`config.mk`:
```
export PLATFORM = sky130hd
export DESIGN_NAME = sync_fifo_ctrl
export DESIGN_NICKNAME = d
export VERILOG_FILES = /design/src/rtl/sync_fifo_ctrl_pkg.sv /design/src/rtl/pkg_dual_ram.sv /design/src/rtl/sync_fifo_ctrl.sv
export SDC_FILE = /design/constraint.sdc
export NUM_CORES = 2
export LEC_CHECK = 0
export ABC_AREA = 1
export CAP_MARGIN = 15
export CORE_MARGIN = 5
export CORE_UTILIZATION = 60
export DETAILED_ROUTE_END_ITERATION = 8
export PLACE_DENSITY_LB_ADDON = 0.2
export SLEW_MARGIN = 20
export SYNTH_ARGS = -nofsm -noshare
export SYNTH_HDL_FRONTEND = slang
export SYNTH_SLANG_ARGS = --single-unit
```
`constraint.sdc`:
```
create_clock -name clk -period 8.1 [get_ports clk]
set_input_delay 0.81 -clock clk [delete_from_list [all_inputs] [get_ports clk]]
set_output_delay 0.81 -clock clk [all_outputs]
set_load 0.005 [all_outputs]
```
`src/rtl/sync_fifo_ctrl_pkg.sv`:
```
// Shared sizing helpers and default parameters for the single-clock FIFO controller
// and its dual-port RAM.
package sync_fifo_ctrl_pkg;

    localparam int DEF_WIDTH     = 8;
    localparam int DEF_DEPTH_LOG = 8;

    // Number of RAM entries (FIFO_DEPTH) for a given address width.
    function automatic int fifo_depth(input int depth_log);
        return 1 << depth_log;
    endfunction

    // Pointer width (PTR_W): RAM address plus one wrap bit that separates full from empty.
    function automatic int ptr_width(input int depth_log);
        return depth_log + 1;
    endfunction

endpackage

```
`src/rtl/pkg_dual_ram.sv`:
```
// Simple dual-port RAM: synchronous write port and a registered read port with one
// cycle of latency. Contents are not reset.
module pkg_dual_ram
    import sync_fifo_ctrl_pkg::*;
#(
    parameter int WIDTH     = DEF_WIDTH,
    parameter int DEPTH_LOG = DEF_DEPTH_LOG
) (
    input  logic                 clk,
    input  logic                 ram_write_req,
    input  logic [DEPTH_LOG-1:0] ram_write_addr,
    input  logic [WIDTH-1:0]     ram_write_data,
    input  logic                 ram_read_req,
    input  logic [DEPTH_LOG-1:0] ram_read_addr,
    output logic [WIDTH-1:0]     ram_read_data
);

    localparam int FIFO_DEPTH = fifo_depth(DEPTH_LOG);

    logic [WIDTH-1:0] mem_q [FIFO_DEPTH];
    logic [WIDTH-1:0] rdata_q;

    always_ff @(posedge clk) begin
        if (ram_write_req) begin
            mem_q[ram_write_addr] <= ram_write_data;
        end
    end

    // Read register only loads on a request, so data holds between reads.
    always_ff @(posedge clk) begin
        if (ram_read_req) begin
            rdata_q <= mem_q[ram_read_addr];
        end
    end

    assign ram_read_data = rdata_q;

endmodule

```
`src/rtl/sync_fifo_ctrl.sv`:
```
// Single-clock FIFO controller: owns the wrap-bit pointers, the occupancy flags and the
// error pulses, and drives the dual-port RAM that holds the data.
//
// Handshake: a write is taken on any rising edge where fifo_write_req=1 and fifo_full=0;
// a read is taken on any rising edge where fifo_read_req=1 and fifo_empty=0, and its data
// is presented with fifo_read_valid=1 for exactly the following cycle. A request against a
// blocking flag is dropped and reported by a one-cycle overflow/underflow pulse.
module sync_fifo_ctrl
    import sync_fifo_ctrl_pkg::*;
#(
    parameter int WIDTH     = DEF_WIDTH,
    parameter int DEPTH_LOG = DEF_DEPTH_LOG
) (
    input  logic                 clk,
    input  logic                 rst_n,
    input  logic                 fifo_write_req,
    input  logic [WIDTH-1:0]     fifo_write_data,
    output logic                 fifo_full,
    input  logic                 fifo_read_req,
    output logic [WIDTH-1:0]     fifo_read_data,
    output logic                 fifo_read_valid,
    output logic                 fifo_empty,
    output logic [DEPTH_LOG:0]   fifo_count,
    output logic                 fifo_overflow,
    output logic                 fifo_underflow
);

    localparam int              PTR_W   = ptr_width(DEPTH_LOG);
    localparam logic [PTR_W-1:0] PTR_ONE = PTR_W'(1);

    logic [PTR_W-1:0] wr_ptr_q, wr_ptr_d;
    logic [PTR_W-1:0] rd_ptr_q, rd_ptr_d;
    logic             read_valid_q, read_valid_d;
    logic             overflow_q, overflow_d;
    logic             underflow_q, underflow_d;

    logic             write_accept;
    logic             read_accept;
    logic [WIDTH-1:0] ram_read_data;

    // Flags come from the registered pointers only; equal wrap bits mean empty, differing mean full.
    always_comb begin
        fifo_empty = (wr_ptr_q == rd_ptr_q);
        fifo_full  = (wr_ptr_q[PTR_W-1] != rd_ptr_q[PTR_W-1]) &&
                     (wr_ptr_q[DEPTH_LOG-1:0] == rd_ptr_q[DEPTH_LOG-1:0]);
        fifo_count = wr_ptr_q - rd_ptr_q;
    end

    always_comb begin
        write_accept = fifo_write_req & ~fifo_full;
        read_accept  = fifo_read_req & ~fifo_empty;
        wr_ptr_d     = wr_ptr_q;
        rd_ptr_d     = rd_ptr_q;
        read_valid_d = read_accept;
        overflow_d   = fifo_write_req & fifo_full;
        underflow_d  = fifo_read_req & fifo_empty;
        if (write_accept) begin
            wr_ptr_d = wr_ptr_q + PTR_ONE;
        end
        if (read_accept) begin
            rd_ptr_d = rd_ptr_q + PTR_ONE;
        end
    end

    always_ff @(posedge clk or negedge rst_n) begin
        if (!rst_n) begin
            wr_ptr_q     <= '0;
            rd_ptr_q     <= '0;
            read_valid_q <= 1'b0;
            overflow_q   <= 1'b0;
            underflow_q  <= 1'b0;
        end else begin
            wr_ptr_q     <= wr_ptr_d;
            rd_ptr_q     <= rd_ptr_d;
            read_valid_q <= read_valid_d;
            overflow_q   <= overflow_d;
            underflow_q  <= underflow_d;
        end
    end

    assign fifo_read_valid = read_valid_q;
    assign fifo_overflow   = overflow_q;
    assign fifo_underflow  = underflow_q;
    assign fifo_read_data  = ram_read_data;

    pkg_dual_ram #(
        .WIDTH    (WIDTH),
        .DEPTH_LOG(DEPTH_LOG)
    ) u_ram (
        .clk           (clk),
        .ram_write_req (write_accept),
        .ram_write_addr(wr_ptr_q[DEPTH_LOG-1:0]),
        .ram_write_data(fifo_write_data),
        .ram_read_req  (read_accept),
        .ram_read_addr (rd_ptr_q[DEPTH_LOG-1:0]),
        .ram_read_data (ram_read_data)
    );

endmodule

```
# [After elaboration in Yosys (flattened, before gate mapping)]
# Memories as Yosys holds them, arrays and structs flattened. A register that Yosys moved wholly into a read port is not among the register bits.
# Index checks and enable logic that the tools add are counted.
[totals] memories=1 ramBits=2048 in_bits=12 reg_bits=21 output_inout_bits=22
[classes] addsub=3 n_eq_ne=3 bitwise=6 reduce_logical=1 n_mux=2
[mem_list] name="u_ram.mem_q" depth=256 word_bits=8 read_ports=1 rd_ports_with_merged_regs=1 write_ports=1 line="pkg_dual_ram.sv:20" rtl="logic [WIDTH-1:0] mem_q [FIFO_DEPTH];"
[ops] op="9-bit by 1-bit adder with 9-bit output, second input constant" n=2
[ops] op="9-bit == test" n=1
[ops] op="9-bit subtractor" n=1
[ops] op="8-bit == test" n=1
[ops] op="1-bit bitwise AND" n=4
[ops] op="1-bit 2-to-1 mux" n=2
[ops] op="1-bit NOT" n=2
[ops] op="1-bit logical AND" n=1
[ops] op="1-bit != test" n=1

# [Logic depth before layout (Yosys ltp)]
[depth] ltp_word=6 depth_mapped=18 depth_no_buf=15

# [By module]
# A second synthesis with hierarchy kept.
[hier_totals] cells_unflattened=7247 hier_area_um2=85127.9
[modules_own_cells] mod="pkg_dual_ram" cells_each=7003 instances=1 seq_area_each_um2=61739.2 area_each_um2=83476.3
[modules_own_cells] mod="sync_fifo_ctrl" cells_each=244 instances=1 seq_area_each_um2=525.5 area_each_um2=1651.6

# [Least setup slack after synthesis]
# Ideal clock, no wire load.
[synth_path] path_kind="register to register" from="register rd_ptr_q[2]" to="memory u_ram.mem_q[103][0] (netlist name), enable pin" setup_slack_ns=4.916 required_time_ns=7.730 stages_incl_launch_ff=15 n_path_buf=4 arrival_ns=2.814 cell_sequence="dfrtp_1 > buf_2 > inv_2 > buf_2 > clkbuf_1 > ha_1 > nand2_1 > inv_1 > nand4_1 > or2_4 > nand2_2 > nor2_1 > nand3_1 > buf_4 > nor2_1"
[synth_via] elab_chain_cells=6
[synth_lines] element="start, declared" line="sync_fifo_ctrl.sv:32" rtl="logic [PTR_W-1:0] rd_ptr_q, rd_ptr_d;"
[synth_lines] element="start signal, assigned" line="sync_fifo_ctrl.sv:74" rtl="rd_ptr_q <= rd_ptr_d;"
[synth_lines] element="8-bit == test" line="sync_fifo_ctrl.sv:45" rtl="(wr_ptr_q[DEPTH_LOG-1:0] == rd_ptr_q[DEPTH_LOG-1:0]);"
[synth_lines] element="1-bit logical AND" line="sync_fifo_ctrl.sv:44" rtl="fifo_full = (wr_ptr_q[PTR_W-1] != rd_ptr_q[PTR_W-1]) &&"
[synth_lines] element="1-bit NOT" line="sync_fifo_ctrl.sv:50" rtl="write_accept = fifo_write_req & ~fifo_full;"
[synth_lines] element="1-bit bitwise AND" line="sync_fifo_ctrl.sv:50"
[synth_lines] element="1-bit 2-to-1 mux" line="pkg_dual_ram.sv:24" rtl="if (ram_write_req) begin"
[synth_lines] element="1-bit 2-to-1 mux (implied by the code)" line="pkg_dual_ram.sv:25" rtl="mem_q[ram_write_addr] <= ram_write_data;"
[synth_lines] element="end, declared" line="pkg_dual_ram.sv:20"
# Every way passes these cells.

# [Worst setup path after layout]
[layout_path] from="register rd_ptr_q[1]" to="memory u_ram.mem_q[105][1] (netlist name), enable pin"
# The elaborated chain is that of the path after synthesis.

==> flow_summary_export.csv <==
group,metric,value,unit
cells_and_area,syn_to_final_growth,8.606,%
cells_and_area,n_fill_cell,10656,
critical_path,rr_worst_depth,11,
clock_tree,cts_tree,"built",
grt,first_global_vias,54492,
route,post_drt_wl_per_cell,23.55,um
timing,grt_setup_unrepaired,"no",
power,irDropWorstVdd,0.0004110,V
grt,grt_max_degree,218,
grt,grt_usage,0.2964,
clock_tree,htree_levels,4,
critical_path,worstPathRequired,8.55,ns
route,dr.pass1.iters,7,
synthesis,netlist_area,86590,um^2
timing,worst_pin_slew,1.247,ns
route,postRouteAntennaNets,0,
cells_and_area,register_area,62280,um^2
clock_tree,cts.sinks,2077,
critical_path,reg2reg_slack,2.78,ns
timing,fmax,0.1880,GHz
cells_and_area,drive_gt1_frac,0.04782,
synthesis,syn-num-nets,7784,
cells_and_area,multiInputGateArea,20560,um^2
critical_path,timing.critical_path.to_type,"flop",
die,die_y,389.9,um
synthesis,synth_seq_cells,2077,
status,status,"complete, no violations",
timing,relSlewSlack,0.1674,
power,power.total,0.03252,W
timing,fin_worst_skew,0.02283,ns
clock_tree,cts_resized,0,
cells_and_area,final_common_cell,"nand2_1",
critical_path,rr_endpoint,"u_ram.mem_q[105][1]",
timing,hold_viol_final,0,
route,drc,0,
critical_path,path_class,"reg2reg",
critical_path,cp.arrival,5.77,ns
flow_run,maxCapViolations,0,
clock_tree,hold_buffers,0,
critical_path,reg2reg_from,"rd_ptr_q[1]",
die,rows,139,
die,die-area,152000,um^2
grt,antenna_found_initial,1,
critical_path,startpoint_type,"flop",
die,fp.coreArea,143500,um^2
timing,fin_crit_sh,0.6568,
synthesis,synth_area_leaders,"edfxtp_1 71%, nand2_1 11%, nand3_1 8.4%",
route,via_count,57563,
place,gp_congestion,0.8852,
route,wl,227100,um
clock_tree,cts-root-buf,"clkbuf_16",
power,leakagePower,34.69,nW
synthesis,synth_top_area_share,0.7130,
place,hpwl,124100,um
cells_and_area,nNetsFinal,7605,
hold_path,min_path_type,"in2async",
synthesis,synth_top_area_cell,"edfxtp_1",
critical_path,cp_max_fo,148,
die,die_w,389.9,um
die,io_pins,34,
power,p_per_area,345.8,nW/um^2
synthesis,synth_cells,7758,
clock_tree,postCtsSetupRepairBufs,0,
die,start_util,0.6035,
grt,grt_pass1_wl,339800,um
clock_tree,clock_latency,0.84,ns
clock_tree,cts.path.max_buffers,3,
synthesis,ys_seq_area_frac,0.7191,
timing,final.setup.tns,0,ns
route,avgViaCountPerCell,5.968,
timing,setup_viol,0,
route,first_iter_violations,7328,
timing,min_period,5.320,ns
clock_tree,cts-buffers-inserted,199,
cells_and_area,layout_common_cells,"2,472 x nand2_1, 2,056 x edfxtp_1, 1,444 x nand3_1, 590 x nor2_1, 402 x inv_1",
timing,drv_slew,0,
synthesis,yosysWarnings,0,
synthesis,synth.distinct_cells,34,
grt,grt.overflow.total,0,
place,io_buffers,33,
clock_tree,path_clk_slew,0.06,ns
synthesis,avgSynthCellArea,11.16,um^2
## state kept, by name, indices dropped and copies added (netlist names)
signal,count
fifo_underflow,1
u_ram.ram_read_data,8
fifo_read_valid,1
u_ram.mem_q,2048
rd_ptr_q,9
wr_ptr_q,9
fifo_overflow,1
## worst max-delay path, stage by stage, from the launching register on
cell and delay [ns]:
dfrtp_4 0.73, inv_8 0.80, ha_1 0.40, nand2_1 0.10
inv_1 0.06, nand4_1 0.11, or2_4 0.14, nand2_2 0.10
inv_2 0.28, nand4_1 0.88, buf_4 0.61, nor2_1 0.61
## final cells by class
cell class / count / share of cell area
clock buffers: 254 / 0.05569
clock inverters: 106 / 0.01067
flip-flops and latches: 2077 / 0.6623
multi-input cells: 4791 / 0.2186
repair buffers: 98 / 0.01063
diodes: 4 / 0.0001064
well taps: 1903 / 0.02532
inverters: 412 / 0.01671
## cell usage after synthesis (all sizes together)
cell type / number
a21o: 1
a21oi: 20
a221oi: 1
buf: 344
clkbuf: 134
clkinv: 5
dfrtp: 21
edfxtp: 2056
fa: 1
ha: 13
inv: 407
nand2: 2474
nand3: 1450
nand4: 12
nor2: 591
nor3: 4
nor4: 1
o211ai: 32
o21ai: 166
o21bai: 1
or2: 2
xnor2: 1
xor2: 21
## worst max path at each step
stage	cells past startpoint	to	slack, ns	startpoint
4_1_cts	8	fifo_count[5]	2.76	rd_ptr_q[1]
3_5_place_dp	11	u_ram.mem_q[233][3]	2.94	rd_ptr_q[1]
3_3_place_gp	10	u_ram.mem_q[99][7]	2.47	rd_ptr_q[1]
6_report	11	u_ram.mem_q[105][1]	2.78	rd_ptr_q[1]
5_1_grt	12	fifo_count[7]	2.58	rd_ptr_q[1]
2_1_floorplan	14	u_ram.mem_q[103][0]	4.92	rd_ptr_q[2]
## power by group
group / leakage, nW / internal, W / switching, W
combinational: 12.9 / 0.00297 / 0.00826
clock: 3.03 / 0.00502 / 0.00393
sequential: 18.7 / 0.0120 / 0.000311
total: 34.7 / 0.0200 / 0.0125
## per-layer routing
metal | share of wire | global-route usage | up-vias
met2 | 0.47 | 0.4645 | 3069
met1 | 0.39 | 0.4174 | 27842
met3 | 0.094 | 0.05404 | 496
met4 | 0.043 | 0.1204 | 0
met5 | 0 | 0 | -
li1 | - | - | 26156
## cells by family after synthesis
kind of cell,share of synthesized area
buffers and inverters,0.04404
AND/OR/NAND/NOR,0.2187
flip-flops,0.7191
adder cells (fa/ha/maj),0.002110
AO/OA/AOI/OAI,0.01380
XOR/XNOR,0.002225
## through the flow
step | worst slack (ns) | hold WS (ns) | std cells | utilization | area [um^2]
2_1_floorplan | 4.916 | 0.4604 | 7758 | - | 86590
3_3_place_gp | 2.473 | 0.4784 | 9281 | 0.6117 | 87770
3_5_place_dp | 2.944 | 0.4869 | 9281 | 0.6118 | 87790
4_1_cts | 2.757 | 0.3405 | 9641 | 0.6553 | 94030
5_1_grt | 2.580 | 0.3561 | 9641 | 0.6553 | 94030
6_report | 2.780 | 0.3806 | 9645 | 0.6554 | 94040
Power figures use the tool's default switching activity.
